### src/rtl/microcode_sequencer.sv
// microcode_sequencer
//   Control-side partner of the microcode ROM. Fetches opcode bytes (with
//   0xCB selecting the extended page), produces the 9-bit ROM address
//   {page, index}, and steps/stalls/retires/halts on the returned control word.
//
// Ports
//   i_clk, i_rst        clock, async active-high reset
//   o_fetch_req         request next instruction byte
//   i_fetch_ack/data    fetched byte handshake
//   o_uc_addr/o_uc_valid  ROM address and "control word executing" flag
//   i_uc_next/last/mem/halt  control word fields for current o_uc_addr
//   i_mem_ack           memory access of current micro-op completes
//   i_irq               interrupt pending (wakes HALT)
//   o_instr_done        one-cycle retirement pulse
//   o_uc_error          sticky step-watchdog error
//
// state    | meaning
// S_FETCH  | requesting opcode byte
// S_FETCH_CB | prefix seen, requesting extended opcode byte
// S_EXEC   | executing control words from ROM
// S_HALT   | stopped; irq resumes unless watchdog error is set
module microcode_sequencer #(
  parameter logic [7:0] CB_PREFIX = 8'hCB,
  parameter int         MAX_STEPS = 12,
  parameter int         STEP_W    = 4
) (
  input  logic       i_clk,
  input  logic       i_rst,
  output logic       o_fetch_req,
  input  logic       i_fetch_ack,
  input  logic [7:0] i_fetch_data,
  output logic [8:0] o_uc_addr,
  output logic       o_uc_valid,
  input  logic [8:0] i_uc_next,
  input  logic       i_uc_last,
  input  logic       i_uc_mem,
  input  logic       i_mem_ack,
  input  logic       i_uc_halt,
  input  logic       i_irq,
  output logic       o_instr_done,
  output logic       o_uc_error
);

  typedef enum logic [1:0] {S_FETCH, S_FETCH_CB, S_EXEC, S_HALT} state_t;

  state_t            r_state;
  logic              r_cb_flag;
  logic [STEP_W-1:0] r_step;
  logic              r_fetch_req;
  logic [8:0]        r_uc_addr;
  logic              r_uc_valid;
  logic              r_instr_done;
  logic              r_uc_error;

  logic w_stall;
  logic w_wdog;

  // A stalled memory micro-op is not evaluated further, so it never trips the watchdog.
  assign w_stall = i_uc_mem & ~i_mem_ack;
  assign w_wdog  = (r_step == STEP_W'(MAX_STEPS - 1)) & ~i_uc_last & ~i_uc_halt;

  always_ff @(posedge i_clk or posedge i_rst) begin
    if (i_rst) begin
      r_state      <= S_FETCH;
      r_cb_flag    <= 1'b0;
      r_step       <= '0;
      r_fetch_req  <= 1'b0;
      r_uc_addr    <= '0;
      r_uc_valid   <= 1'b0;
      r_instr_done <= 1'b0;
      r_uc_error   <= 1'b0;
    end else begin
      r_instr_done <= 1'b0;
      case (r_state)
        S_FETCH: begin
          r_fetch_req <= 1'b1;
          if (i_fetch_ack) begin
            if (i_fetch_data == CB_PREFIX) begin
              r_cb_flag <= 1'b1;
              r_state   <= S_FETCH_CB;
            end else begin
              r_uc_addr   <= {1'b0, i_fetch_data};
              r_step      <= '0;
              r_state     <= S_EXEC;
              r_fetch_req <= 1'b0;
              r_uc_valid  <= 1'b1;
            end
          end
        end
        S_FETCH_CB: begin
          r_fetch_req <= 1'b1;
          if (i_fetch_ack) begin
            // cb_flag is 1 here, so it forms the extended page bit.
            r_uc_addr   <= {r_cb_flag, i_fetch_data};
            r_cb_flag   <= 1'b0;
            r_step      <= '0;
            r_state     <= S_EXEC;
            r_fetch_req <= 1'b0;
            r_uc_valid  <= 1'b1;
          end
        end
        S_EXEC: begin
          if (!w_stall) begin
            if (w_wdog) begin
              r_uc_error <= 1'b1;
              r_state    <= S_HALT;
              r_uc_valid <= 1'b0;
            end else if (i_uc_halt) begin
              r_instr_done <= i_uc_last;
              r_state      <= S_HALT;
              r_uc_valid   <= 1'b0;
            end else if (i_uc_last) begin
              r_instr_done <= 1'b1;
              r_state      <= S_FETCH;
              r_uc_valid   <= 1'b0;
              r_fetch_req  <= 1'b1;
            end else begin
              r_uc_addr <= i_uc_next;
              r_step    <= r_step + 1'b1;
            end
          end
        end
        S_HALT: begin
          if (i_irq && !r_uc_error) begin
            r_state     <= S_FETCH;
            r_fetch_req <= 1'b1;
          end
        end
        default: r_state <= S_FETCH;
      endcase
    end
  end

  assign o_fetch_req  = r_fetch_req;
  assign o_uc_addr    = r_uc_addr;
  assign o_uc_valid   = r_uc_valid;
  assign o_instr_done = r_instr_done;
  assign o_uc_error   = r_uc_error;

endmodule

### config.mk
export PLATFORM = sky130hd
export DESIGN_NAME = microcode_sequencer
export DESIGN_NICKNAME = d
export VERILOG_FILES = /design/src/rtl/microcode_sequencer.sv
export SDC_FILE = /design/constraint.sdc
export NUM_CORES = 1
export LEC_CHECK = 0
export BUFFER_PORTS_ARGS = -buffer_cell sky130_fd_sc_hd__buf_2
export CAP_MARGIN = 20
export CORE_MARGIN = 1
export CORE_UTILIZATION = 54
export DETAILED_ROUTE_END_ITERATION = 10
export MAX_ROUTING_LAYER = met4
export PLACE_DENSITY = 0.91
export SYNTH_ARGS = -nofsm -noshare
export SYNTH_HDL_FRONTEND = slang
export SYNTH_SLANG_ARGS = --single-unit
### constraint.sdc
create_clock -name i_clk -period 4 [get_ports i_clk]
set_input_delay 0.6 -clock i_clk [delete_from_list [all_inputs] [get_ports i_clk]]
set_output_delay 0.6 -clock i_clk [all_outputs]
set_load 0.005 [all_outputs]
; ---- Yosys cells after proc, flatten, opt, wreduce, memory -nomap -nowiden
; Index checks and enable logic that the tools add are counted.
[classes]
n_addsub = 1
n_eq_ne = 16
muxes = 51
bitwise_logic = 7
reduce_logical = 11
[ops]
columns = operator, count
row1 = 2-to-1 mux 9 bit, 7
row2 = 2-to-1 mux 4 bit, 7
row3 = one-hot mux 9 bit (3 select lines), 1
row4 = 2-to-1 mux 1 bit, 23
row5 = "!= test 2 bit, second input constant", 10
row6 = 2-to-1 mux 2 bit, 8
row7 = one-hot mux 4 bit (3 select lines), 1
row8 = AND reduction 5 bit, 2
row9 = "equality test 8 bit, second input constant", 1
row10 = one-hot mux 2 bit (4 select lines), 1
row11 = AND reduction 8 bit, 1
row12 = AND reduction 6 bit, 1
row13 = "adder 4 x 1 -> 4 bit, second input constant", 1
row14 = "equality test 2 bit, second input constant", 2
row15 = "equality test 4 bit, second input constant", 1
row16 = "!= test 4 bit, second input constant", 1
row17 = NOT 1 bit, 4
row18 = one-hot mux 1 bit (4 select lines), 1
row19 = AND reduction 4 bit, 1
row20 = AND 1 bit, 3
row21 = one-hot mux 1 bit (3 select lines), 1
row22 = AND reduction 3 bit, 1
row23 = nonzero test 3 bit, 1
row24 = "equality test 2 x 1 -> 1 bit, second input constant", 1
row25 = 5 further kinds, 5
[totals]
ff_bits = 20
input_bits = 25
output_inout_bits = 13
elab_cells = 94

; ---- Longest topological paths before layout
[logic_depth]
word_depth = 6
depth_mapped = 7
depth_no_buf = 6

; ---- Worst setup path before layout
; No wires, ideal clock.
[synth_path]
path_kind = input-to-reg
start = input port i_fetch_data[2]
end = register r_uc_addr[0] (netlist: o_uc_addr[0])
setup_time_ps = 125
t_arrival_ps = 1787
required_ps = 3875
path_slack_ps = 2088
stages = 5
n_path_buf = 1
cell_sequence = nor4b_2 -> and3_4 -> a2111o_1 -> buf_6 -> mux2_4
[synth_via]
elab_chain_cells = 3
[synth_rtl]
columns = element, line_no
row1 = start: declaration, 31  ; input logic [7:0] i_fetch_data,
row2 = equality test 8 bit, 78  ; if (i_fetch_data == CB_PREFIX) begin
row3 = != test 2 bit (no source line), n/a
row4 = AND reduction 8 bit (no source line), n/a
row5 = end signal: assignment, 82  ; r_uc_addr <= {1'b0, i_fetch_data};
row6 = end signal: assignment, 94  ; r_uc_addr <= {r_cb_flag, i_fetch_data};
row7 = end signal: assignment, 118  ; r_uc_addr <= i_uc_next;
row8 = end: declaration, 50  ; logic [8:0] r_uc_addr;
; No other way between the ends.
; A chain may end at the register's enable or synchronous reset.

; ---- Worst setup path after layout
[layout_path]
start = register r_state[0]
end = register r_uc_addr[2] (netlist: o_uc_addr[2])
[layout_via]
elab_chain_cells = 3
word_cells_on_any_way = 13
classes_between = eq/ne (9) / mux (1) / reduce/logical (3)
[layout_rtl]
columns = element, line_no
row1 = start: declaration, 46  ; state_t r_state;
row2 = start signal: assignment, 64  ; r_state <= S_FETCH;
row3 = start signal: assignment, 80  ; r_state <= S_FETCH_CB;
row4 = start signal: assignment, 84  ; r_state <= S_EXEC;
row5 = "equality test 2 bit, or another cell as far along", 74  ; case (r_state)
row6 = != test 2 bit (no source line) or nonzero test 3 bit (tied branches), n/a
row7 = AND reduction 8 bit (no source line), n/a
; Several ways; a longest one is shown, not always the timed one.

==> results.cfg <==
[floorplan]
coreArea_um2 = 2060
io_pins = 38
rows = 16
start_util_pct = 60.2
die-area_um2 = 2490
chipHeight_um = 49.9
die_w_um = 49.9

[route]
postRouteAntennaNets = 0
wire_per_inst_um = 16.3
vias = 1050
via_per_inst = 6.03
drtIter0Drc = 38
route.detailed.drc = 0
drt_wl_total_um = 2840
drt-pass1-iter-count = 4

[final_layout]
layout-drive-gt1-share_pct = 38.1
nFillCells = 149
fin_util_pct = 72.3
n_antenna_cell = 0
syn_to_final_growth_pct = 20.1
nNetsFinal = 179

[setup_path]
critPathLaunch = r_state[0]
crit_top_cell = inv_1
r2r_end = o_uc_addr[2]
cpMaxStageDelayCell = a2111o_1
r2r_slack_ns = 1.39
path_max_fanout = 14
required_ns = 4.20
crit_path_end_kind = register
critical_path_class = register to register
worstPathArrival_ns = 2.82
slowest_delay_ns = 0.57
rr_worst_depth = 6
endpoint = o_uc_addr[2]
reg2reg_from = r_state[0]
start_kind = register
crit_path_cell_trace = inv_1 > ha_1 > inv_1 > o22ai_1 > a2111o_1 > mux2_1

[synth]
syn_inst = 110
syn_nets = 141
yosysWarnings = 0
ys_ff_latch = 20
yosysUniqueCellTypes = 39
synth_area_um2 = 1240
ys.flop_type = dfrtp_1
synthArstFlopShare_pct = 100
avgSynthCellArea_um2 = 11.3
synth_enable_flop_cells = 0
seq_area_frac_synth_pct = 40.3

[clock_tree]
cts_tree = built
postCtsSetupBuffers = 0
cts_buffers = 3
cts_resized = 0
htreeDepth = 1
cts-root-buf = clkbuf_4
clk_latency_ns = 0.31
cts_hold_buffers = 0
cts.sinks = 20
cts.path.max_buffers = 2
path_clk_slew_ns = 0.12

[global_routing]
antenna_found_initial = 0
grt_pass1_wl_um = 5040
grt_pass1_vias = 1128
gr-usage-all-layers_pct = 27.5
grt_max_degree = 21
grt_overflow = 0

[sta]
finalHoldViolations = 0
worst_slew_pin_slew_ns = 0.754
max_slew_margin_pct = 49.7
setup_ws_ns = 1.39
hold_slack_ns = 0.394
rsz0062_at_grt = false
fmax_ghz = 0.383
min_period_ns = 2.61
finalSetupViolations = 0
fin_crit_sh_pct = 65.4
finalClockSkew_ns = 0.00501
drv_slew = 0
fin_tns_setup_ns = 0

[pwr]
p_per_area_nw_per_um2 = 786
leakage_nw = 0.768
ir_drop_uv = 580
total_power_mw = 1.17

[placement]
port_buffers = 37
preCtsSetupSlack_ns = 1.44
gp_congestion = 0.948
dp.final_hpwl_um = 2190

[hold_path]
hold_class = input port to async pin

[status]
status = finished, final reports clean

[run]
maxCapViolCount = 0
==> layer usage <==
layer  GRT usage (%)  part of all wire (%)
met1            31.1                    39
met2            47.1                    52
met3            6.48                   5.5
met4            9.52                   2.6
met5               -                     0
==> worst min path at each step <==
| stage | from | slack [ns] | cells after the start | endpoint |
|---|---|---|---|---|
| 2_1_floorplan | r_cb_flag | 0.48 | 1 | r_cb_flag |
| 3_3_place_gp | o_uc_error | 0.48 | 1 | o_uc_error |
| 3_5_place_dp | o_uc_error | 0.48 | 1 | o_uc_error |
| 4_1_cts | i_rst | 0.42 | 2 | o_uc_addr[2] |
| 5_1_grt | i_rst | 0.46 | 2 | o_uc_addr[1] |
| 6_report | i_rst | 0.39 | 2 | o_uc_addr[1] |
==> cell usage in the layout (no fill, tap or decap), drive strengths merged, types with 3 or more instances in the layout <==
master,Yosys,routed
inv,9,9
o21ai,3,3
nand2,4,4
nand3,4,4
nor2,4,4
ha,6,6
a22o,10,10
clkbuf,1,3
buf,3,37
nand2b,3,3
dfrtp,20,20
mux2,13,13
nand3b,3,3
==> cell families (layout without fill, tap and decap cells) <==
| logic type | after synthesis | after routing | share of synthesized area (%) |
|---|---|---|---|
| flip-flops | 20 | 20 | 40.3 |
| AO/OA/AOI/OAI | 26 | 26 | 16.4 |
| multiplexers | 15 | 15 | 16.1 |
| adder cells (fa/ha/maj) | 6 | 6 | 6.05 |
| AND/OR/NAND/NOR | 30 | 30 | 16.5 |
| buffers and inverters | 13 | 50 | 4.54 |
==> final cells by class <==
type / count / area, um2 / area share, %
Tap cell: 27 / 33.8 / 2.27
Clock buffer: 3 / 22.5 / 1.51
Inverter: 9 / 33.8 / 2.27
Timing Repair Buffer: 37 / 185 / 12.4
Clock inverter: 1 / 30.0 / 2.02
Multi-Input combinational cell: 77 / 684 / 45.9
Sequential cell: 20 / 500 / 33.6
==> worst max-delay path, delay by kind of cell (launching register included) <==
kind | cells | cell delay, ns
compound gates | 2 | 0.96
fa+ha+maj | 1 | 0.45
buf+inv | 2 | 0.27
flops | 1 | 0.43
mux | 1 | 0.38
==> where the power goes <==
part / switching (mW) / internal [mW]
Sequential: 0.0515 / 0.286
Clock: 0.0678 / 0.101
Combinational: 0.315 / 0.351
Total: 0.434 / 0.738
==> Yosys cell counts, types with 2 or more instances <==
library cell / number / area, um2
a22o_1: 10 / 87.6
a31oi_1: 2 / 12.5
and2_1: 2 / 12.5
buf_1: 2 / 7.51
dfrtp_1: 20 / 500
ha_1: 6 / 75.1
inv_1: 9 / 33.8
mux2_1: 3 / 33.8
mux2_4: 9 / 135
mux2i_1: 2 / 20.0
nand2_1: 4 / 15.0
nand2b_1: 3 / 18.8
nand3_1: 4 / 20.0
nand3b_1: 2 / 15.0
nor2_1: 3 / 11.3
nor2b_1: 2 / 12.5
o21ai_0: 3 / 15.0
o22ai_1: 2 / 12.5
o41ai_1: 2 / 17.5
==> registers in the layout, summed over array words and instances, names as in the netlist <==
| name | count |
|---|---|
| r_state | 2 |
| o_fetch_req | 1 |
| o_uc_valid | 1 |
| o_uc_addr | 9 |
| o_uc_error | 1 |
| r_cb_flag | 1 |
| o_instr_done | 1 |
| r_step | 4 |
==> per-stage QoR <==
step	cells	instance area [um2]
after floorplan	110	1240
after global placement	170	1440
after detailed placement	170	1440
after CTS	174	1490
after global routing	174	1490
final	174	1490
No activity file was read; power rests on OpenSTA's default activity.
